<file path="config.mk">
export PLATFORM = sky130hd
export DESIGN_NAME = baseline_sched_flat
export DESIGN_NICKNAME = d
export VERILOG_FILES = /design/src/rtl/baseline_sched_if.sv /design/src/rtl/baseline_sched.sv /design/src/flat_wrapper.sv
export SDC_FILE = /design/constraint.sdc
export NUM_CORES = 1
export LEC_CHECK = 0
export CAP_MARGIN = 20
export CORE_ASPECT_RATIO = 1.25
export CORE_UTILIZATION = 60
export CTS_BUF_LIST = sky130_fd_sc_hd__clkbuf_4 sky130_fd_sc_hd__clkbuf_8
export DETAILED_ROUTE_END_ITERATION = 6
export PLACE_DENSITY = 0.95
export SETUP_SLACK_MARGIN = 0.3
export SLEW_MARGIN = 15
export SYNTH_ARGS = -nofsm -noshare
export SYNTH_HDL_FRONTEND = slang
export SYNTH_SLANG_ARGS = --single-unit
</file>
<file path="constraint.sdc">
create_clock -name clk -period 4.95 [get_ports clk]
set_input_delay 0.7425 -clock clk [delete_from_list [all_inputs] [get_ports clk]]
set_output_delay 0.7425 -clock clk [all_outputs]
set_load 0.03 [all_outputs]
</file>
<file path="src/rtl/baseline_sched_if.sv">
// Bundle of ADC sample inputs, re-measure requests and published baselines
// exchanged between the baseline scheduler and its neighbours.
interface baseline_sched_if;
  logic [13:0] adc0;
  logic [13:0] adc1;
  logic        req0;
  logic        req1;
  logic [13:0] baseline0;
  logic [13:0] baseline1;
  logic        valid0;
  logic        valid1;
  logic        update;
  logic        sel;
  logic        busy;

  modport master (
    output adc0, adc1, req0, req1,
    input  baseline0, baseline1, valid0, valid1, update, sel, busy
  );

  modport slave (
    input  adc0, adc1, req0, req1,
    output baseline0, baseline1, valid0, valid1, update, sel, busy
  );
endinterface

</file>
<file path="src/rtl/baseline_sched.sv">
// Shares one accumulator between two ADC channels to measure and refresh
// each channel's baseline after power-up, periodically and on request.
module baseline_sched #(
  parameter int INITWAIT = 1000000,
  parameter int LOG2_WIN = 7,
  parameter int PERIOD   = 16000000
) (
  input logic             clk,
  input logic             rst,
  baseline_sched_if.slave bus
);
  localparam logic [1:0] S_INIT  = 2'd0;
  localparam logic [1:0] S_IDLE  = 2'd1;
  localparam logic [1:0] S_ACC   = 2'd2;
  localparam logic [1:0] S_STORE = 2'd3;

  localparam logic [31:0]         INIT_LAST = 32'(INITWAIT);
  localparam logic [31:0]         PER_LAST  = 32'(PERIOD - 1);
  localparam bit                  PER_EN    = (PERIOD != 0);
  localparam logic [LOG2_WIN-1:0] SMP_ONE   = LOG2_WIN'(1);

  logic [1:0]          state_q, state_d;
  logic [31:0]         init_cnt_q, init_cnt_d;
  logic [31:0]         tmr_q, tmr_d;
  logic [LOG2_WIN-1:0] smp_cnt_q, smp_cnt_d;
  logic [23:0]         sum_q, sum_d;
  logic                pend0_q, pend0_d, pend1_q, pend1_d;
  logic                last_q, last_d;
  logic                sel_q, sel_d;
  logic [13:0]         base0_q, base0_d, base1_q, base1_d;
  logic                valid0_q, valid0_d, valid1_q, valid1_d;
  logic                update_q, update_d;
  logic                busy_q, busy_d;

  logic        grant0, grant1, grant_ch, init_exit, per_hit;
  logic [13:0] adc_sel;

  assign adc_sel  = sel_q ? bus.adc1 : bus.adc0;
  // With both pending the channel not served last wins.
  assign grant_ch = (pend0_q && pend1_q) ? ~last_q : pend1_q;

  always_comb begin
    state_d    = state_q;
    init_cnt_d = init_cnt_q;
    tmr_d      = tmr_q;
    smp_cnt_d  = smp_cnt_q;
    sum_d      = sum_q;
    last_d     = last_q;
    sel_d      = sel_q;
    base0_d    = base0_q;
    base1_d    = base1_q;
    valid0_d   = valid0_q;
    valid1_d   = valid1_q;
    update_d   = 1'b0;
    grant0     = 1'b0;
    grant1     = 1'b0;
    init_exit  = 1'b0;
    per_hit    = 1'b0;

    case (state_q)
      S_INIT: begin
        if (init_cnt_q == INIT_LAST) begin
          init_exit = 1'b1;
          state_d   = S_IDLE;
        end else begin
          init_cnt_d = init_cnt_q + 32'd1;
        end
      end
      S_IDLE: begin
        if (pend0_q || pend1_q) begin
          grant0    = ~grant_ch;
          grant1    = grant_ch;
          last_d    = grant_ch;
          sel_d     = grant_ch;
          sum_d     = 24'd0;
          smp_cnt_d = '0;
          state_d   = S_ACC;
        end
      end
      S_ACC: begin
        sum_d     = sum_q + {10'd0, adc_sel};
        smp_cnt_d = smp_cnt_q + SMP_ONE;
        if (&smp_cnt_q) begin
          state_d = S_STORE;
        end
      end
      default: begin
        if (sel_q) begin
          base1_d  = sum_q[LOG2_WIN+13:LOG2_WIN];
          valid1_d = 1'b1;
        end else begin
          base0_d  = sum_q[LOG2_WIN+13:LOG2_WIN];
          valid0_d = 1'b1;
        end
        update_d = 1'b1;
        state_d  = S_IDLE;
      end
    endcase

    // Period timer runs freely outside INIT; it restarts from 0 on INIT exit.
    if (PER_EN && (state_q != S_INIT)) begin
      if (tmr_q == PER_LAST) begin
        tmr_d   = 32'd0;
        per_hit = 1'b1;
      end else begin
        tmr_d = tmr_q + 32'd1;
      end
    end

    // A set beats a same-cycle grant clear, so a request during its own
    // window schedules one more measurement.
    pend0_d = ((state_q != S_INIT) && bus.req0) || per_hit || init_exit || (pend0_q && !grant0);
    pend1_d = ((state_q != S_INIT) && bus.req1) || per_hit || init_exit || (pend1_q && !grant1);
    busy_d  = (state_d == S_ACC) || (state_d == S_STORE);
  end

  always_ff @(posedge clk) begin
    if (rst) begin
      state_q    <= S_INIT;
      init_cnt_q <= 32'd0;
      tmr_q      <= 32'd0;
      smp_cnt_q  <= '0;
      sum_q      <= 24'd0;
      pend0_q    <= 1'b0;
      pend1_q    <= 1'b0;
      last_q     <= 1'b1;
      sel_q      <= 1'b0;
      base0_q    <= 14'd0;
      base1_q    <= 14'd0;
      valid0_q   <= 1'b0;
      valid1_q   <= 1'b0;
      update_q   <= 1'b0;
      busy_q     <= 1'b0;
    end else begin
      state_q    <= state_d;
      init_cnt_q <= init_cnt_d;
      tmr_q      <= tmr_d;
      smp_cnt_q  <= smp_cnt_d;
      sum_q      <= sum_d;
      pend0_q    <= pend0_d;
      pend1_q    <= pend1_d;
      last_q     <= last_d;
      sel_q      <= sel_d;
      base0_q    <= base0_d;
      base1_q    <= base1_d;
      valid0_q   <= valid0_d;
      valid1_q   <= valid1_d;
      update_q   <= update_d;
      busy_q     <= busy_d;
    end
  end

  assign bus.baseline0 = base0_q;
  assign bus.baseline1 = base1_q;
  assign bus.valid0    = valid0_q;
  assign bus.valid1    = valid1_q;
  assign bus.update    = update_q;
  assign bus.sel       = sel_q;
  assign bus.busy      = busy_q;
endmodule

</file>
<file path="src/flat_wrapper.sv">
// flat-port wrapper written by rule: the top's interface ports become plain ports
module baseline_sched_flat 
#(
  parameter int INITWAIT = 1000000,
  parameter int LOG2_WIN = 7,
  parameter int PERIOD   = 16000000
)
  (clk, rst, bus_adc0, bus_adc1, bus_req0, bus_req1, bus_baseline0, bus_baseline1, bus_valid0, bus_valid1, bus_update, bus_sel, bus_busy);
  baseline_sched_if bus_i ();
  input logic clk;
  input logic rst;
  input wire logic [$bits(bus_i.adc0)-1:0] bus_adc0;
  input wire logic [$bits(bus_i.adc1)-1:0] bus_adc1;
  input wire logic [$bits(bus_i.req0)-1:0] bus_req0;
  input wire logic [$bits(bus_i.req1)-1:0] bus_req1;
  output wire logic [$bits(bus_i.baseline0)-1:0] bus_baseline0;
  output wire logic [$bits(bus_i.baseline1)-1:0] bus_baseline1;
  output wire logic [$bits(bus_i.valid0)-1:0] bus_valid0;
  output wire logic [$bits(bus_i.valid1)-1:0] bus_valid1;
  output wire logic [$bits(bus_i.update)-1:0] bus_update;
  output wire logic [$bits(bus_i.sel)-1:0] bus_sel;
  output wire logic [$bits(bus_i.busy)-1:0] bus_busy;
  assign bus_i.adc0 = bus_adc0;
  assign bus_i.adc1 = bus_adc1;
  assign bus_i.req0 = bus_req0;
  assign bus_i.req1 = bus_req1;
  assign bus_baseline0 = bus_i.baseline0;
  assign bus_baseline1 = bus_i.baseline1;
  assign bus_valid0 = bus_i.valid0;
  assign bus_valid1 = bus_i.valid1;
  assign bus_update = bus_i.update;
  assign bus_sel = bus_i.sel;
  assign bus_busy = bus_i.busy;
  baseline_sched #(.INITWAIT(INITWAIT), .LOG2_WIN(LOG2_WIN), .PERIOD(PERIOD)) u_core (.clk(clk), .rst(rst), .bus(bus_i));
endmodule
</file>
; After elaboration in Yosys (flattened, before gate mapping)
; Index checks and enable logic that the tools add are counted.
[totals]
register_bits = 133
latch_bits = 0
ramBits = 0
mem_bits_ro = 0
in_bits = 32
out_inout_bits = 33
word_cells = 76
mem_count = 0
[op_classes]
add_sub_neg = 4
multipliers = 0
div_mod_pow = 0
n_lt_le_gt_ge = 0
eq_ne = 7
shifts = 0
mux = 20
bitwise_logic = 5
reduce_logical = 25
[op_table]
columns = cell, n
row1 = adder 32 x 1 -> 32 bit (second input constant), 2
row2 = case mux 24 bit (2 select lines), 1
row3 = equality test 32 x 20 -> 1 bit (second input constant), 1
row4 = equality test 32 x 24 -> 1 bit (second input constant), 1
row5 = two-way mux 32 bit, 1
row6 = adder 24 x 14 -> 24 bit, 1
row7 = two-way mux 24 bit, 1
row8 = two-way mux 14 bit, 1
row9 = case mux 7 bit (2 select lines), 1
row10 = two-way mux 1 bit, 10
row11 = AND reduction 2 bit, 5
row12 = logical OR 1 bit, 8
row13 = adder 7 x 1 -> 7 bit (second input constant), 1
row14 = two-way mux 7 bit, 1
row15 = AND reduction 7 bit, 1
row16 = equality test 2 bit (second input constant), 3
row17 = two-way mux 2 bit, 3
row18 = case mux 2 bit (3 select lines), 1
row19 = logical AND 1 bit, 5
row20 = NOT 1 bit, 5
row21 = nonzero test 2 bit, 2
row22 = OR reduction 3 bit, 1
row23 = equality test 2 x 1 -> 1 bit (second input constant), 1
row24 = zero test 1 bit, 2
row25 = 2 further kinds, 2

; Longest topological paths before layout
; Gate-level depths: netlist of run 1.
[depth]
word_depth = 8
mapped_depth = 11
mapped_depth_nobuf = 10

; Worst setup path before layout of run 1
; OpenSTA, ideal clock, no wires.
[synth_path]
kind = reg2reg
from = reg u_core.sel_q, in the netlist u_core.bus.sel
to = reg u_core.sum_q[19]
setup_time_ns = 0.121
t_arrival_ns = 3.187
t_required_ns = 4.829
slack_ns = 1.642
stages_incl_launch_ff = 12
n_path_buf = 2
period_less_slack_ns = 3.308
path_cell_list = dfxtp_1 > clkbuf_1 > clkbuf_1 > mux2i_1 > inv_1 > ha_1 > a21oi_1 > nor2_1 > o31ai_1 > a2111o_1 > a21boi_0 > mux2_2
[synth_via]
elab_chain_cells = 3
[synth_lines]
columns = element, line
row1 = "start, declared", baseline_sched.sv:29  ; logic sel_q, sel_d;
row2 = "start signal, assigned", baseline_sched.sv:143  ; sel_q <= sel_d;
row3 = two-way mux 14 bit, baseline_sched.sv:38  ; assign adc_sel = sel_q ? bus.adc1 : bus.adc0;
row4 = adder 24 x 14 -> 24 bit, baseline_sched.sv:81  ; sum_d = sum_q + {10'd0, adc_sel};
row5 = case mux 24 bit (2 select lines), baseline_sched.sv:60  ; case (state_q)
row6 = "end signal, assigned", baseline_sched.sv:139  ; sum_q <= sum_d;
row7 = "end, declared", baseline_sched.sv:26  ; logic [23:0] sum_q, sum_d;
; No other way between the ends.
; A chain may end at the register's enable or synchronous reset.

; Worst setup path after layout of run 1
; Same ends and word-level chain as after synthesis.

==> qor.txt, run 1 <==
Final setup fails: 0
Internal power: 0.00159 W
Min cycle time layout: 3460 ps
Mapped Nets: 840
Setup Skew: 6.60 ps
P&R area growth vs syn: 16.3%
Max-Cap Viols: 0
Tcrit/Tclk final: 69.9%
Clock root buffer: clkbuf_8
Area share of fa/ha/maj cells after synthesis: 3.80%
Slowest cell on crit path: dfxtp_1
Placed Instances: 947
Clock latency on the worst-skew pair: 430 ps
CP Data Required Time: 5270 ps
Synth Warn #: 0
Global-route wire length before repair: 25.2 mm
Max Fclk: 289 MHz
Rows: 41
Post-Synth XOR/XNOR Area: 8.01%
Ant diodes: 0
Placer Congestion: 0.909
RSZ-0062 raised after global routing: no
Critical path data arrival time: 3780 ps
Place WS: 1460 ps
Clk slew on worst S/H paths: 70 ps
Worst Setup Start Kind: flop
Post-CTS Hold Fix Bufs: 0
H-tree levels: 4
CTS Buf Count: 17
Initial DRC Count: 492
PortBufs: 64
Syn Area/Cell: 8.18 sq um
Post-CTS Repair Setup Buffers: 0
Final worst slack: 1490 ps
Logic pwr share: 4.0%
Netlist Area Pre-Place: 6450 sq um
Worst Path Class, Setup: reg2reg
Relative slew slack: 30.7%
Compound-gate portion of the synthesized area: 13.2%
Vias in the first global route: 5671
CTS tree: done
Hold Path Class: reg2reg
CTS max path bufs: 2
Drt wl/cell: 15.4 microns
Register area share after synthesis: 40.3%
Initial Utilization: 62.9%
Max VDD drop: 183 uV
Setup_tns: 0 ps
Proportion of synthesized area in mux cells: 3.43%
Post-detailed-route count of antenna-violating nets: 0
Seq pwr share: 52.3%
Static leakage: 2.74 nW
Fin util: 73.2%
DPL Wire Length: 9.81 mm
Routed WL: 15.1 mm
Vias per cell: 6.08
Cell Pwr Density: 267 nW/um^2
Final Max Slew Viols: 0
Initial antenna violation count: 0
Pre-antenna DRT Iters: 5
Final Hold Viols: 0
Worst-margin pin slew: 1040 ps
Finished Cell Area: 7510 sq um
Placed inst area: 7120 sq um
Share of cells above drive strength 1: 7.08%
Main flop type after synthesis: dfxtp_1
Critical path fanouts, max: 20
Core ar.: 10300 sq um
Cells after synthesis: 789
Most frequent CP cell: mux2_2
Die X: 94.8 microns
Remaining global-route overflow: 0
EDFF count, synth: 0
Main combinational cell family by area after synthesis: simple AND/OR/NAND/NOR gates
Switching share of total power: 20.9%
Largest net degree at the start of global routing: 98
Status: finished, final reports clean
Gates resized, CTS repair: 0
Final non-filler cell total: 976
Crit end category: flop
Nets: 888
I/O pins: 65
Vias: 5931
CTS Sinks: 130
Async SR Flop Fraction: 0%
Post-synthesis simple-gate area fraction: 27.5%
DRC: 0
Worst R2R Setup Slack: 1490 ps
Die height: 118 microns
Clk pwr share: 43.7%
Sw power: 0.000419 W
All-Layer GR Usage: 28.1%
CP max stage delay: 910 ps
Cell breakdown of the critical path: mux2_2 -> ha_1 -> a21oi_1 -> nor2b_1 -> o31ai_1 -> a2111o_1 -> a21boi_0 -> mux2_2
Die area: 11200 sq um
Synth cell types: 61
Seq cells post-synth: 130
[worst paths after layout]
path	from	cells past startpoint	to
max	u_core.bus.sel	8	u_core.sum_q[19]
min reg2reg	u_core.bus.baseline1[5]	2	u_core.bus.baseline1[5]
max reg2reg	u_core.bus.sel	8	u_core.sum_q[19]
min	u_core.bus.baseline1[5]	2	u_core.bus.baseline1[5]
[power groups by stage]
stage	Sequential, W	Clock, W	Combinational, W
floorplan	0.00107	0	0.0000452
global placement	0.00107	0	0.0000770
detailed placement	0.00107	0	0.0000792
CTS	0.00105	0.000886	0.0000797
global route	0.00105	0.000930	0.0000883
finish	0.00105	0.000876	0.0000803
[state kept, by name (all words and copies together) (netlist names)]
register,flops
u_core.pend1_q,1
u_core.state_q,2
u_core.tmr_q,32
u_core.sum_q,21
u_core.bus.busy,1
u_core.smp_cnt_q,7
u_core.pend0_q,1
u_core.bus.baseline1,14
u_core.last_q,1
u_core.bus.sel,1
u_core.bus.baseline0,14
u_core.init_cnt_q,32
u_core.bus.valid1,1
u_core.bus.update,1
u_core.bus.valid0,1
[layout make-up]
type                    count  area (sq um)
multi-input cells         601          3620
well taps                 129           161
clock buffers              23           304
clock inverters             6          80.1
fillers                   709          2750
inverters                  18          67.6
flip-flops and latches    130          2600
repair buffers             69           673
[logic make-up (layout without fill, tap and decap cells)]
group / after synthesis / in the layout
flip-flops: 130 / 130
AO/OA/AOI/OAI: 137 / 137
AND/OR/NAND/NOR: 366 / 366
buffers and inverters: 58 / 116
multiplexers: 20 / 20
XOR/XNOR: 59 / 59
adder cells (fa/ha/maj): 19 / 19
[cell usage in the layout, fill, tap and decap left out, types with 4 or more instances in the layout]
master,Yosys,final
a21oi_1,68,68
a31oi_1,7,7
and2_1,8,8
and3_1,17,17
and4_1,10,10
buf_4,2,5
clkbuf_8,0,21
clkdlybuf4s50_1,0,63
clkinv_2,0,4
dfxtp_1,130,130
ha_1,18,18
inv_1,18,18
mux2_2,17,17
nand2_1,107,107
nand3_1,51,51
nand4_1,13,13
nor2_1,102,102
nor2b_1,6,6
nor3_1,11,11
nor4_1,13,13
o2111ai_1,4,4
o21ai_0,16,16
o31ai_1,5,5
or3_1,10,10
xnor2_1,24,24
xor2_1,35,35
[cells in the mapped netlist, types with 6 or more instances]
cell type,instances,share of area (%)
and4_1,10,1.4
nor3_1,11,0.85
clkbuf_1,27,1.6
o21ai_0,16,1.2
xnor2_1,24,3.3
ha_1,18,3.5
and2_1,8,0.78
nand4_1,13,1.3
nand2_1,107,6.2
nor4_1,13,1.3
and3_1,17,1.6
or3_1,10,0.97
dfxtp_1,130,40
nor2_1,102,5.9
a21oi_1,68,5.3
nand3_1,51,4.0
mux2_2,17,3.0
inv_1,18,1.0
nor2b_1,6,0.58
a31oi_1,7,0.68
xor2_1,35,4.7
[routing by layer]
| metal | up-vias | track usage [%] | share of wire [%] |
|---|---|---|---|
| met5 | - | 0 | 0 |
| met4 | 0 | 16.0 | 4.2 |
| met3 | 55 | 6.59 | 5.9 |
| met2 | 236 | 47.5 | 50 |
| met1 | 2787 | 31.6 | 40 |
| li1 | 2853 | - | - |
[through the flow]
step                      total power [W]  hold slack [ps]
after floorplan                   0.00112              436
after global placement            0.00115              442
after detailed placement          0.00115              447
after CTS                         0.00202              456
after global routing              0.00207              478
final                             0.00201              453
[critical path, delay by kind of cell, from the launching register on]
kind            cells  cell delay, ps
fa+ha+maj           1             370
simple gates        1             250
compound gates      4            1040
mux                 2             780
flops               1             910
No activity file was read; power rests on OpenSTA's default activity.
==> inputs of run 2 (changes only) <==
--- a/config.mk
+++ b/config.mk
@@ -7,10 +7,10 @@
 export LEC_CHECK = 0
 export CAP_MARGIN = 20
 export CORE_ASPECT_RATIO = 1.25
-export CORE_UTILIZATION = 60
+export CORE_UTILIZATION = 59
 export CTS_BUF_LIST = sky130_fd_sc_hd__clkbuf_4 sky130_fd_sc_hd__clkbuf_8
 export DETAILED_ROUTE_END_ITERATION = 6
-export PLACE_DENSITY = 0.95
+export PLACE_DENSITY = 0.94
 export SETUP_SLACK_MARGIN = 0.3
 export SLEW_MARGIN = 15
 export SYNTH_ARGS = -nofsm -noshare
==> constraint.sdc (replaced) <==
create_clock -name clk -period 3.5 [get_ports clk]
set_input_delay 0.525 -clock clk [delete_from_list [all_inputs] [get_ports clk]]
set_output_delay 0.525 -clock clk [all_outputs]
set_load 0.03 [all_outputs]
==> qor.txt, run 2 (synthesized netlist as in run 1, its figures left out) <==
Clock latency on the worst-skew pair: 440 ps (was 430 ps)
Largest net degree at the start of global routing: 77 (was 98)
P&R area growth vs syn: 16.5% (was 16.3%)
Tcrit/Tclk final: 84.2% (was 69.9%)
PortBufs: 64 (unchanged)
Placer Congestion: 0.845 (was 0.909)
Worst R2R Setup Slack: 550 ps (was 1490 ps)
Leading cell types in the layout, fill and taps excluded: 129 x dfxtp_1, 107 x nand2_1, 102 x nor2_1, 68 x a21oi_1, 63 x clkdlybuf4s50_1 (was 130 x dfxtp_1, 107 x nand2_1, 102 x nor2_1, 68 x a21oi_1, 63 x clkdlybuf4s50_1)
RSZ-0062 raised after global routing: no (unchanged)
Critical path data arrival time: 3280 ps (was 3780 ps)
Relative slew slack: 31.5% (was 30.7%)
Hold Path Class: reg2reg (unchanged)
Post-CTS Repair Setup Buffers: 0 (unchanged)
Max-Cap Viols: 0 (unchanged)
Ant diodes: 0 (unchanged)
Fill cells: 772 (was 709)
R2r endpoint: u_core.sum_q[19] (unchanged)
Worst r2r path cells: 8 (unchanged)
Logic pwr share: 4.0% (about the same)
H-tree levels: 4 (unchanged)
Vias: 5864 (was 5931)
Critical path fanouts, max: 16 (was 20)
Vias in the first global route: 5379 (was 5671)
Clk slew on worst S/H paths: 80 ps (was 70 ps)
Status: finished, final reports clean (unchanged)
Routed WL: 14.7 mm (was 15.1 mm)
Core ar.: 10600 sq um (was 10300 sq um)
Initial antenna violation count: 0 (unchanged)
Final Max Slew Viols: 0 (unchanged)
Internal power: 0.00212 W (was 0.00159 W)
Crit end category: flop (unchanged)
Worst Setup Start Kind: flop (unchanged)
Global-route wire length before repair: 24.0 mm (was 25.2 mm)
Hold path depth: 2 (unchanged)
Static leakage: 2.74 nW (about the same)
Final non-filler cell total: 983 (was 976)
Initial Utilization: 60.8% (was 62.9%)
Clock root buffer: clkbuf_8 (unchanged)
Max Fclk: 339 MHz (was 289 MHz)
Switching share of total power: 25.4% (was 20.9%)
Min cycle time layout: 2950 ps (was 3460 ps)
Die height: 119 microns (was 118 microns)
All-Layer GR Usage: 26.5% (was 28.1%)
Setup Skew: 11.6 ps (was 6.60 ps)
Hold endpoint: u_core.bus.baseline0[7] (was u_core.bus.baseline1[5])
Drt wl/cell: 15.0 microns (was 15.4 microns)
CTS Buf Count: 17 (unchanged)
Share of cells above drive strength 1: 7.64% (was 7.08%)
Final Hold Viols: 0 (unchanged)
Pre-antenna DRT Iters: 7 (was 5)
Rows: 42 (was 41)
Worst-margin pin slew: 1020 ps (was 1040 ps)
Initial DRC Count: 343 (was 492)
Placed Instances: 951 (was 947)
Cell Pwr Density: 377 nW/um^2 (was 267 nW/um^2)
Remaining global-route overflow: 0 (unchanged)
DRC: 0 (unchanged)
I/O pins: 65 (unchanged)
Max VDD drop: 331 uV (was 183 uV)
Most common cell after layout, fill and taps aside: dfxtp_1 (unchanged)
Nets: 889 (was 888)
HP Start: u_core.bus.baseline0[7] (was u_core.bus.baseline1[5])
Setup_tns: 0 ps (unchanged)
DPL Wire Length: 9.79 mm (was 9.81 mm)
Vias per cell: 5.97 (was 6.08)
Die area: 11400 sq um (was 11200 sq um)
Sw power: 0.000720 W (was 0.000419 W)
CTS Sinks: 130 (unchanged)
Die X: 95.5 microns (was 94.8 microns)
Post-detailed-route count of antenna-violating nets: 0 (unchanged)
Seq pwr share: 52.3% (about the same)
CP Data Required Time: 3830 ps (was 5270 ps)
CTS max path bufs: 2 (unchanged)
Final setup fails: 0 (unchanged)
Clk pwr share: 43.7% (about the same)
Reg2reg start: u_core.bus.sel (unchanged)
Largest regs: u_core.init_cnt_q: 32 flops, u_core.tmr_q: 32 flops, u_core.sum_q: 21 flops (unchanged)
CTS tree: done (unchanged)
Worst Path Class, Setup: reg2reg (unchanged)
==> run 2: cell types whose count changed in the layout (fill, tap and decap cells not counted), sizes merged <==
cell      change
inv           +8
clkbuf        -6
buf           +1
clkinv        +1
clkinvlp      +1
bufinv        -1
==> run 2: routing by layer <==
| metal | global-route usage (%) | share of wire, % |
|---|---|---|
| met5 | 0 | 0 |
| met4 | 9.98 | 2.3 |
| met3 | 6.64 | 5.5 |
| met2 | 46.4 | 51 |
| met1 | 30.3 | 41 |
==> run 2: power by group through the flow <==
stage | Sequential [W] | Combinational (W) | Clock (W)
2_1_floorplan | 0.00152 | 0.0000640 | 0
3_3_place_gp | 0.00152 | 0.000109 | 0
3_5_place_dp | 0.00152 | 0.000112 | 0
4_1_cts | 0.00148 | 0.000113 | 0.00126
5_1_grt | 0.00148 | 0.000124 | 0.00132
6_report | 0.00148 | 0.000114 | 0.00124
==> run 2: through the flow <==
step	worst slack [ps]	cell area [sq um]	power, W	hold WS (ps)	util, %
after floorplan	310	6450	0.00158	436	-
after global placement	381	7140	0.00163	442	67.2
final	553	7520	0.00284	460	70.8
after global routing	380	7520	0.00293	479	70.8
after detailed placement	300	7140	0.00163	450	67.2
after CTS	478	7520	0.00285	461	70.8
==> run 2: critical path: stages, from the launching register on <==
cell      delay [ps]
dfxtp_4          490
mux2_2           360
ha_1             390
nand3_1           90
nor2_1           210
o31ai_1          150
a2111o_1         490
a21boi_0         270
mux2_2           380
==> run 2: worst max-delay path by stage <==
stage                   startpoint          endpoint  slack, ps  depth (start not counted)
global placement       bus_adc1[3]  u_core.sum_q[19]        380                          9
global route        u_core.bus.sel  u_core.sum_q[19]        380                          8
detailed placement  u_core.bus.sel  u_core.sum_q[19]        300                          8
floorplan           u_core.bus.sel  u_core.sum_q[19]        310                         11
finish              u_core.bus.sel  u_core.sum_q[19]        550                          8
CTS                 u_core.bus.sel  u_core.sum_q[19]        480                          8
==> run 2: area by class of cell <==
class / count / area, sq um / area share, %
Clock inverter: 15 / 145 / 1.93
Clock buffer: 17 / 234 / 3.11
Inverter: 18 / 67.6 / 0.899
Sequential cell: 130 / 2610 / 34.7
Tap cell: 132 / 165 / 2.20
Timing Repair Buffer: 70 / 681 / 9.05
Multi-Input combinational cell: 601 / 3620 / 48.1
==> run 2: timing repair <==
action | in CTS | in global routing
setup endpoints to repair | 1 | 1
hold buffers | 0 | 0
gates resized for setup | 1 | 1
==> inputs of run 3 (changes only) <==
--- a/config.mk
+++ b/config.mk
@@ -7,10 +7,10 @@
 export LEC_CHECK = 0
 export CAP_MARGIN = 20
 export CORE_ASPECT_RATIO = 1.25
-export CORE_UTILIZATION = 59
+export CORE_UTILIZATION = 53
 export CTS_BUF_LIST = sky130_fd_sc_hd__clkbuf_4 sky130_fd_sc_hd__clkbuf_8
 export DETAILED_ROUTE_END_ITERATION = 6
-export PLACE_DENSITY = 0.94
+export PLACE_DENSITY = 0.9
 export SETUP_SLACK_MARGIN = 0.3
 export SLEW_MARGIN = 15
 export SYNTH_ARGS = -nofsm -noshare
==> constraint.sdc (replaced) <==
create_clock -name clk -period 2.4 [get_ports clk]
set_input_delay 0.36 -clock clk [delete_from_list [all_inputs] [get_ports clk]]
set_output_delay 0.36 -clock clk [all_outputs]
set_load 0.03 [all_outputs]
==> qor.txt, run 3 (synthesized netlist as in run 1, its figures left out) <==
Initial antenna violation count: 0 (unchanged)
Global-route wire length before repair: 28.2 mm (was 24.0 mm)
Worst Path Class, Setup: reg2reg (unchanged)
Hold slack: 420 ps (was 460 ps)
Largest regs: u_core.init_cnt_q: 32 flops, u_core.tmr_q: 32 flops, u_core.sum_q: 21 flops (unchanged)
Max VDD drop: 413 uV (was 331 uV)
Post-CTS Hold Fix Bufs: 0 (unchanged)
Crit end category: flop (unchanged)
Vias per cell: 5.95 (was 5.97)
CP max stage delay: 420 ps (was 490 ps)
Worst-margin pin slew: 619 ps (was 1020 ps)
Max Fclk: 372 MHz (was 339 MHz)
CP Data Required Time: 2780 ps (was 3830 ps)
Slowest cell on crit path: a2111o_1 (was dfxtp_4)
Worst Setup Start Kind: flop (unchanged)
CTS max path bufs: 2 (unchanged)
Worst r2r path cells: 10 (was 8)
Final non-filler cell total: 1063 (was 983)
CP Buf/Inv Count: 2 (was 0)
Drt wl/cell: 17.0 microns (was 15.0 microns)
Share of cells above drive strength 1: 18.7% (was 7.64%)
Final Hold Viols: 0 (unchanged)
H-tree levels: 4 (unchanged)
Placed Instances: 1020 (was 951)
Relative slew slack: 58.8% (was 31.5%)
Fin util: 71.6% (was 70.8%)
Hold Path Class: in2reg (was reg2reg)
CTS Sinks: 130 (unchanged)
Largest net degree at the start of global routing: 98 (was 77)
Most frequent CP cell: buf_12 (was mux2_2)
Critical path data arrival time: 3070 ps (was 3280 ps)
Die area: 12600 sq um (was 11400 sq um)
Tcrit/Tclk final: 112% (was 84.2%)
Final setup fails: 14 (was 0)
Max-Cap Viols: 0 (unchanged)
Leading cell types in the layout, fill and taps excluded: 126 x dfxtp_1, 104 x nand2_1, 98 x nor2_1, 62 x a21oi_1, 62 x clkdlybuf4s50_1 (was 129 x dfxtp_1, 107 x nand2_1, 102 x nor2_1, 68 x a21oi_1, 63 x clkdlybuf4s50_1)
Setup Skew: 15.7 ps (was 11.6 ps)
Clock root buffer: clkbuf_8 (unchanged)
CTS tree: done (unchanged)
I/O pins: 65 (unchanged)
Cell breakdown of the critical path: buf_12 -> buf_12 -> mux2_4 -> ha_4 -> o211ai_1 -> o21ai_0 -> nand2_1 -> or2_2 -> a2111o_1 -> a31oi_1 (was mux2_2 -> ha_1 -> nand3_1 -> nor2_1 -> o31ai_1 -> a2111o_1 -> a21boi_0 -> mux2_2)
Final Max Slew Viols: 0 (unchanged)
Remaining global-route overflow: 0 (unchanged)
Cell Pwr Density: 497 nW/um^2 (was 377 nW/um^2)
Die height: 125 microns (was 119 microns)
P&R area growth vs syn: 30.1% (was 16.5%)
Final worst slack: -292 ps (was 553 ps)
Violated checks: negative setup slack
PortBufs: 64 (unchanged)
CP top delay family: compound AO/OA/AOI/OAI gates (unchanged)
Post-detailed-route count of antenna-violating nets: 0 (unchanged)
Clk slew on worst S/H paths: 90 ps (was 80 ps)
Placer Congestion: 0.838 (was 0.845)
Rows: 44 (was 42)
Status: finished with violations (was finished, final reports clean)
Core ar.: 11700 sq um (was 10600 sq um)
Place WS: -425 ps (was 300 ps)
Critical path fanouts, max: 4 (was 16)
Initial DRC Count: 439 (was 343)
Clock latency on the worst-skew pair: 450 ps (was 440 ps)
Nets: 940 (was 889)
DPL Wire Length: 10.6 mm (was 9.79 mm)
Routed WL: 18.0 mm (was 14.7 mm)
Pre-antenna DRT Iters: 6 (was 7)
Setup_tns: -2200 ps (was 0 ps)
Crit. path cell count: 10 (was 8)
Vias in the first global route: 6252 (was 5379)
Ant diodes: 0 (unchanged)
All-Layer GR Usage: 27.9% (was 26.5%)
Min cycle time layout: 2690 ps (was 2950 ps)
Die X: 101 microns (was 95.5 microns)
CTS Buf Count: 17 (unchanged)
RSZ-0062 raised after global routing: yes (was no)
Static leakage: 3.06 nW (was 2.74 nW)
Hold path depth: 3 (was 2)
Initial Utilization: 55.0% (was 60.8%)
Most common cell after layout, fill and taps aside: dfxtp_1 (unchanged)
DRC: 0 (unchanged)
Vias: 6328 (was 5864)
## run 3: cell types whose count changed in the layout (fill, tap and decap cells not counted), moves of 4 or more
cell,before,now
a21oi_1,68,62
buf_12,0,4
a21oi_2,0,4
buf_4,6,49
ha_1,18,7
o31ai_1,5,1
ha_4,0,11
mux2_2,17,7
buf_6,0,5
mux2_4,0,10
nor2_1,102,98
## run 3: final cells by class
type	instances	area, sq um
Clock inverter	13	126
Timing Repair Buffer	121	1130
Clock buffer	19	249
Tap cell	161	201
Inverter	18	67.6
Sequential cell	130	2610
Fill cell	788	3330
Multi-Input combinational cell	601	4010
## run 3: stage by stage
step           power [W]  instance area [sq um]
3_3_place_gp     0.00241                   7630
5_1_grt          0.00429                   8390
2_1_floorplan    0.00232                   6620
4_1_cts          0.00416                   8170
6_report         0.00417                   8390
3_5_place_dp     0.00241                   7630
## run 3: tightest hold or removal path, delay by kind of cell
family | cells | cell delay, ps
buffers and inverters | 2 | 340
and+or+nand+nor | 1 | 130
## run 3: timing repair
| action | 4_1_cts | 5_1_grt |
|---|---|---|
| cloned | 0 | 0 |
| resized for setup | 24 | 41 |
| pin swaps | 9 | 17 |
| setup endpoints to repair | 18 | 44 |
| setup buffers | 6 | 5 |
## run 3: routing by layer
metal | track usage (%) | vias to the layer above | share of wire, %
met5 | 0 | - | 0
met3 | 7.60 | 80 | 6.4
met1 | 30.7 | 2986 | 40
met2 | 48.0 | 300 | 50
li1 | - | 2962 | -
met4 | 15.7 | 0 | 4.3
## run 3: final timing paths
check	startpoint	end	slack, ps
setup / recovery	u_core.bus.sel	u_core.sum_q[11]	-290
hold / removal	rst	u_core.sum_q[6]	420
setup reg to reg	u_core.bus.sel	u_core.sum_q[11]	-290
hold reg to reg	u_core.bus.baseline0[11]	u_core.bus.baseline0[11]	460
## run 3: where the power goes
part           leakage (nW)  internal, W  switching (W)
Clock                 0.188     0.000855       0.000925
Combinational          1.82     0.000118       0.000109
Sequential             1.05      0.00216     0.00000493
==> edit 1, RTL diff (config.mk and constraints of run 2) <==
`PERIOD` is set to 16000000 in 2 places; all go to 8388608.
--- a/src/rtl/baseline_sched.sv
+++ b/src/rtl/baseline_sched.sv
@@ -3,7 +3,7 @@
 module baseline_sched #(
   parameter int INITWAIT = 1000000,
   parameter int LOG2_WIN = 7,
-  parameter int PERIOD   = 16000000
+  parameter int PERIOD   = 8388608
 ) (
   input logic             clk,
   input logic             rst,
--- a/src/flat_wrapper.sv
+++ b/src/flat_wrapper.sv
@@ -3,7 +3,7 @@
 #(
   parameter int INITWAIT = 1000000,
   parameter int LOG2_WIN = 7,
-  parameter int PERIOD   = 16000000
+  parameter int PERIOD   = 8388608
 )
   (clk, rst, bus_adc0, bus_adc1, bus_req0, bus_req1, bus_baseline0, bus_baseline1, bus_valid0, bus_valid1, bus_update, bus_sel, bus_busy);
   baseline_sched_if bus_i ();
Check against the original RTL: same outputs for any inputs over 10 cycles, from zero or initial values and one cycle with rst high; that may be too few to reach the edited logic, so the function may still have changed.
==> edit 1 against run 2 <==
Clock power is 9.7% higher. Sequential cell count unchanged. First-iteration DRC count is 38% higher. Cell area decreased by 1.3%. Total power grew 4.4%. Routed wire length is 0.82% lower. Sequential share of layout area up 0.42 points. Die area decreased by 2.7%. Cell count down 2.1%. Synthesized area shrank 2.7%. Setup slack gained 0.064 ns. Largest cell class unchanged.
==> edit 1: results (changes against run 2) <==
| Metric | Value |
|---|---|
| Run status | `complete, no violations` |
| Fill count | `714 (-7.5%)` |
| Vias in the first global route | `5235 (-2.7%)` |
| Total GRT Usage | `0.274 (+0.00886)` |
| DRT Pass-1 Iters | `6 (-1)` |
| Post-synth top area share | `0.415 (+0.0113)` |
| Largest net degree at the start of global routing | `33 (-57%)` |
| R2r setup slk | `0.62 ns (+0.06 ns)` |
| Hpwl dp | `9680 um (-1.1%)` |
| Clock root buffer | `clkbuf_8` |
| NumNets Final | `871 (-2.0%)` |
| Top Registers | `u_core.init_cnt_q x32, u_core.tmr_q x32, u_core.sum_q x21` |
| Synth cell types | `65 (+6.6%)` |
| Synth area leaders | `dfxtp_1 (41%), nor2_1 (7.1%), nand2_1 (6.3%)` |
| Pleak | `0.00266 uW (-2.7%)` |
| Synth Flop Type | `dfxtp_1` |
| CTS Buf Count | `17 (unchanged)` |
| Drt total wl | `14600 um (-0.82%)` |
| Clock Tree Buf Depth | `2 (unchanged)` |
| Via count | `5638 (-3.9%)` |
| Family with the most delay on the worst path | `compound AO/OA/AOI/OAI gates` |
| Port bufs | `64 (unchanged)` |
| Worst clock skew | `0.0118 ns (+0.000177 ns)` |
| Hold crit path type | `reg2reg` |
| Core Util, Final | `0.727 (+0.0188)` |
| Layout cells sized above 1 | `0.0900 (+0.0137)` |
| Syn nets | `811 (-3.5%)` |
| R2r startpoint | `u_core.bus.sel` |
| Crit path DAT | `3.26 ns (-0.02 ns)` |
| FF-to-FF End | `u_core.sum_q[18]` |
| Critical path class | `reg2reg` |
| Worst slew margin | `0.337 (+0.0222)` |
| Global-route wire length before repair | `24000 um (+0.29%)` |
| H-tree levels | `4 (unchanged)` |
| Synth async-reset ratio | `0 (unchanged)` |
| Worst VDD drop | `263 uV (-20%)` |
| 1st-iter DRT viols | `474 (+38%)` |
| Register area share after synthesis | `0.415 (+0.0113)` |
| Yosys warning count | `0 (unchanged)` |
| CP peak stage delay | `0.48 ns` |
| Routability cong. | `0.899 (+6.4%)` |
| Worst path slowest cell | `dfxtp_2` |
| Highest net fanout along the worst path | `12 (-4)` |
| Skew-Pair Late Insertion Delay | `0.45 ns` |
| Commonest cells post-synth | `dfxtp_1 (130), nor2_1 (119), nand2_1 (105), a21oi_1 (63)` |
| Diodes inserted | `0 (unchanged)` |
| Worst r2r path cells | `9 (+1)` |
| Initial antenna violation count | `1 (+1)` |
==> edit 1: cell count changes after synthesis, sizes merged, moves of 7 or more <==
cell / before / now
and3: 17 / 8
and4: 10 / 3
clkbuf: 28 / 21
nand2b: 3 / 10
nand3: 51 / 34
nor2: 102 / 120
==> edit 1: where the power goes <==
part	leakage [uW]	switching, uW	internal (uW)
Sequential	0.00105	3.37	1480
Combinational	0.00140	56.2	58.3
Clock	0.000213	600	763
Total	0.00266	660	2300
==> edit 1: final cells by class <==
cell class | instances | area (um2) | share of cell area
clock buffers | 21 | 277 | 0.0373
clock inverters | 11 | 154 | 0.0207
inverters | 13 | 48.8 | 0.00657
multi-input cells | 586 | 3480 | 0.469
flip-flops and latches | 130 | 2600 | 0.351
well taps | 129 | 161 | 0.0217
repair buffers | 72 | 696 | 0.0937
==> edit 1: metal layers <==
| metal | global-route usage | wire length [um] | part of all wire | vias up |
|---|---|---|---|---|
| li1 | - | - | - | 2749 |
| met1 | 0.331 | 6060 | 0.42 | 2617 |
| met2 | 0.457 | 7180 | 0.49 | 235 |
| met3 | 0.0649 | 1050 | 0.072 | 35 |
| met4 | 0.115 | 288 | 0.020 | 2 |
| met5 | 0 | 13 | 0.00089 | - |
==> edit 1: worst min path at each step <==
stage,startpoint,endpoint,slack [ns],cells after the start
after floorplan,u_core.sum_q[6],u_core.sum_q[6],0.45,2
after global placement,u_core.bus.baseline0[2],u_core.bus.baseline0[2],0.44,2
after detailed placement,u_core.bus.baseline0[5],u_core.bus.baseline0[5],0.45,2
after CTS,u_core.bus.baseline0[5],u_core.bus.baseline0[5],0.46,2
after global routing,u_core.bus.baseline1[1],u_core.bus.baseline1[1],0.48,2
final,u_core.bus.baseline0[10],u_core.bus.baseline0[10],0.46,2
==> edit 1: stage by stage <==
step,cells,cell area (um2),total power [uW],setup slack (ns),hold WS [ns]
detailed placement,930,6990,1630,0.300,0.449
CTS,962,7420,2970,0.486,0.459
floorplan,760,6280,1580,0.385,0.451
global placement,930,6990,1630,0.368,0.443
global route,962,7420,3050,0.418,0.478
finish,962,7420,2960,0.617,0.457
==> edit 1: what timing repair did <==
action,4_1_cts,5_1_grt
buffers inserted,0,0
resized for setup,0,1
setup endpoints to repair,0,3
endpoints found under the hold margin,0,0
==> edit 1: cells by family (layout without fill, tap and decap cells) <==
group / after synthesis / count (layout) / synth area share
adders and majority gates: 19 / 19 / 0.0391
xor gates and xnor gates: 59 / 59 / 0.0823
and+or+nand+nor: 354 / 354 / 0.267
DFF: 130 / 130 / 0.415
buffers and inverters: 44 / 117 / 0.0307
AOI/OAI and AO/OA: 133 / 133 / 0.130
muxes: 21 / 21 / 0.0367
==> edit 2, RTL diff (settings of run 2) <==
Without the edit above. Make the reset (`rst`) asynchronous in one clocked block.
--- a/src/rtl/baseline_sched.sv
+++ b/src/rtl/baseline_sched.sv
@@ -114,7 +114,7 @@
     busy_d  = (state_d == S_ACC) || (state_d == S_STORE);
   end
 
-  always_ff @(posedge clk) begin
+  always_ff @(posedge clk or posedge rst) begin
     if (rst) begin
       state_q    <= S_INIT;
       init_cnt_q <= 32'd0;
Check against the original RTL: same outputs for any inputs over 10 cycles, from zero or initial values and one cycle with rst high; that may be too few to reach the edited logic, so the function may still have changed.
==> edit 2 against run 2 <==
Setup slack lost 0.092 ns. Cell area grew 2.8%. Count of clock-buffer cells in the layout grew 2. Synthesized area grew 1.1%. Sequential cell count is the same. Routed wire length grew 0.31%. Largest cell class is now flip-flops and latches. Total power grew 5.7%.
==> edit 2: results (changes against run 2) <==
| Metric | Value |
|---|---|
| Global-route wire length before repair | `24300 um (+1.3%)` |
| Syn nets | `663 (-21%)` |
| Routability cong. | `0.865 (+2.3%)` |
| Initial antenna violation count | `0 (unchanged)` |
| Final std cells w/o fill | `828 (-16%)` |
| Grt met2 use | `0.477 (+0.0136)` |
| H-tree levels | `4 (unchanged)` |
| Synth Area in Adders | `0.0376 (-0.000401)` |
| 1st-iter DRT viols | `376 (+9.6%)` |
| Total GRT Usage | `0.277 (+0.0121)` |
| WHS Path Cells | `1 (-1)` |
| WL per Instance | `17.8 um (+19%)` |
| Met3 Track Usage GR | `0.0621 (-0.00431)` |
| Worst r2r path cells | `9 (+1)` |
| Global Route met1 Usage | `0.313 (+0.00949)` |
| Worst setup startpoint | `u_core.bus.sel` |
| Worst VDD drop | `212 uV (-36%)` |
| Hold crit path type | `reg2reg` |
| Pleak | `0.00352 uW (+29%)` |
| Vias in the first global route | `5183 (-3.6%)` |
| Synth Flop Type | `dfrtp_1` |
| Layout cells sized above 1 | `0.136 (+0.0601)` |
| Commonest cells post-synth | `dfrtp_1 (129), nand2_1 (54), xnor2_1 (49), mux2_2 (43), nor2_1 (42)` |
| Crit path DAT | `3.40 ns (+0.12 ns)` |
| Synth async-reset ratio | `1.00 (+1.00)` |
| Cells after Synth | `612 (-22%)` |
| Run status | `complete, no violations` |
| Synth area leaders | `dfrtp_1 (49%), mux2_2 (7.4%), xnor2_1 (6.6%)` |
| Hold_sp | `u_core.tmr_q[31]` |
| Xor and xnor fraction of the mapped netlist area | `0.0913 (+0.0112)` |
| Worst clock skew | `0.00679 ns (-0.00481 ns)` |
| Register area share after synthesis | `0.499 (+0.0957)` |
| Worst slew margin | `0.390 (+0.0752)` |
| Hpwl dp | `9720 um (-0.72%)` |
| Synth Area in Compound Gates | `0.0873 (-0.0444)` |
| Mux cell area share after synthesis | `0.0834 (+0.0491)` |
| NumNets Final | `734 (-17%)` |
| Via density | `6.26 (+4.9%)` |
| Skew-Pair Late Insertion Delay | `0.46 ns (+0.02 ns)` |
| Highest net fanout along the worst path | `13 (-3)` |
| DRT Pass-1 Iters | `6 (-1)` |
| Yosys warning count | `0 (unchanged)` |
| Largest net degree at the start of global routing | `131 (+70%)` |
| Grt total ovfl | `0 (unchanged)` |
| Placed cell count | `796 (-16%)` |
| Synth cell types | `58 (-4.9%)` |
[edit 2: cell count changes in the layout (fill, tap and decap cells not counted), moves of 9 or more]
| cell | run 2 | this run |
|---|---|---|
| dfxtp_1 | 129 | 0 |
| nor2_1 | 102 | 42 |
| or3_1 | 10 | 1 |
| mux2_2 | 17 | 43 |
| a21oi_1 | 68 | 19 |
| xor2_1 | 35 | 19 |
| nand2_1 | 107 | 54 |
| xnor2_1 | 24 | 49 |
| nand3_1 | 51 | 37 |
| dfrtp_1 | 0 | 128 |
[edit 2: through the flow]
stage / area, um2 / setup WS (ns)
6_report: 7730 / 0.461
5_1_grt: 7730 / 0.317
4_1_cts: 7730 / 0.322
3_5_place_dp: 7310 / 0.162
3_3_place_gp: 7310 / 0.397
2_1_floorplan: 6530 / 0.354
[edit 2: layer usage]
metal	share of wire	vias to the layer above
met3	0.064	69
met1	0.37	2546
met5	0	-
li1	-	2329
met2	0.53	239
met4	0.039	0
[edit 2: final timing paths]
kind	to	slack, ns
min in group asynchronous	u_core.bus.baseline0[9]	0.59
setup / recovery	u_core.sum_q[13]	0.46
setup reg to reg	u_core.sum_q[13]	0.46
hold / removal	u_core.tmr_q[31]	0.48
hold reg to reg	u_core.tmr_q[31]	0.48
max in group asynchronous	u_core.bus.sel	2.35
[edit 2: cells by family (layout without fill, tap and decap cells)]
logic type	count (synthesis)	count (layout)
adder cells (fa/ha/maj)	19	19
AND/OR/NAND/NOR	225	225
buffers and inverters	35	119
flip-flops	130	130
AO/OA/AOI/OAI	86	86
XOR/XNOR	68	68
multiplexers	49	49
[edit 2: critical path, cell delays in order, from the launching register on]
cell and delay (ns):
dfrtp_2 0.57, mux2i_1 0.35, inv_1 0.10, ha_1 0.30, a211oi_1 0.26, nor2_1 0.16, a2111oi_4 0.58, a31oi_1 0.22
o21a_1 0.22, o31ai_1 0.18
[edit 2: what timing repair did]
item,4_1_cts,5_1_grt
resized for setup,0,1
endpoints found under the setup margin,0,8
buffers inserted,0,0
[edit 2: cell type report]
| cell class | instances | area [um2] |
|---|---|---|
| flip-flops and latches | 130 | 3260 |
| fillers | 648 | 2940 |
| well taps | 132 | 165 |
| multi-input cells | 447 | 3120 |
| repair buffers | 70 | 698 |
| clock buffers | 19 | 262 |
| inverters | 17 | 67.6 |
| clock inverters | 13 | 159 |
[edit 2: power breakdown]
part | internal (uW) | switching (uW)
clock | 739 | 595
sequential | 1500 | 0
combinational | 73.1 | 91.8
total | 2310 | 687
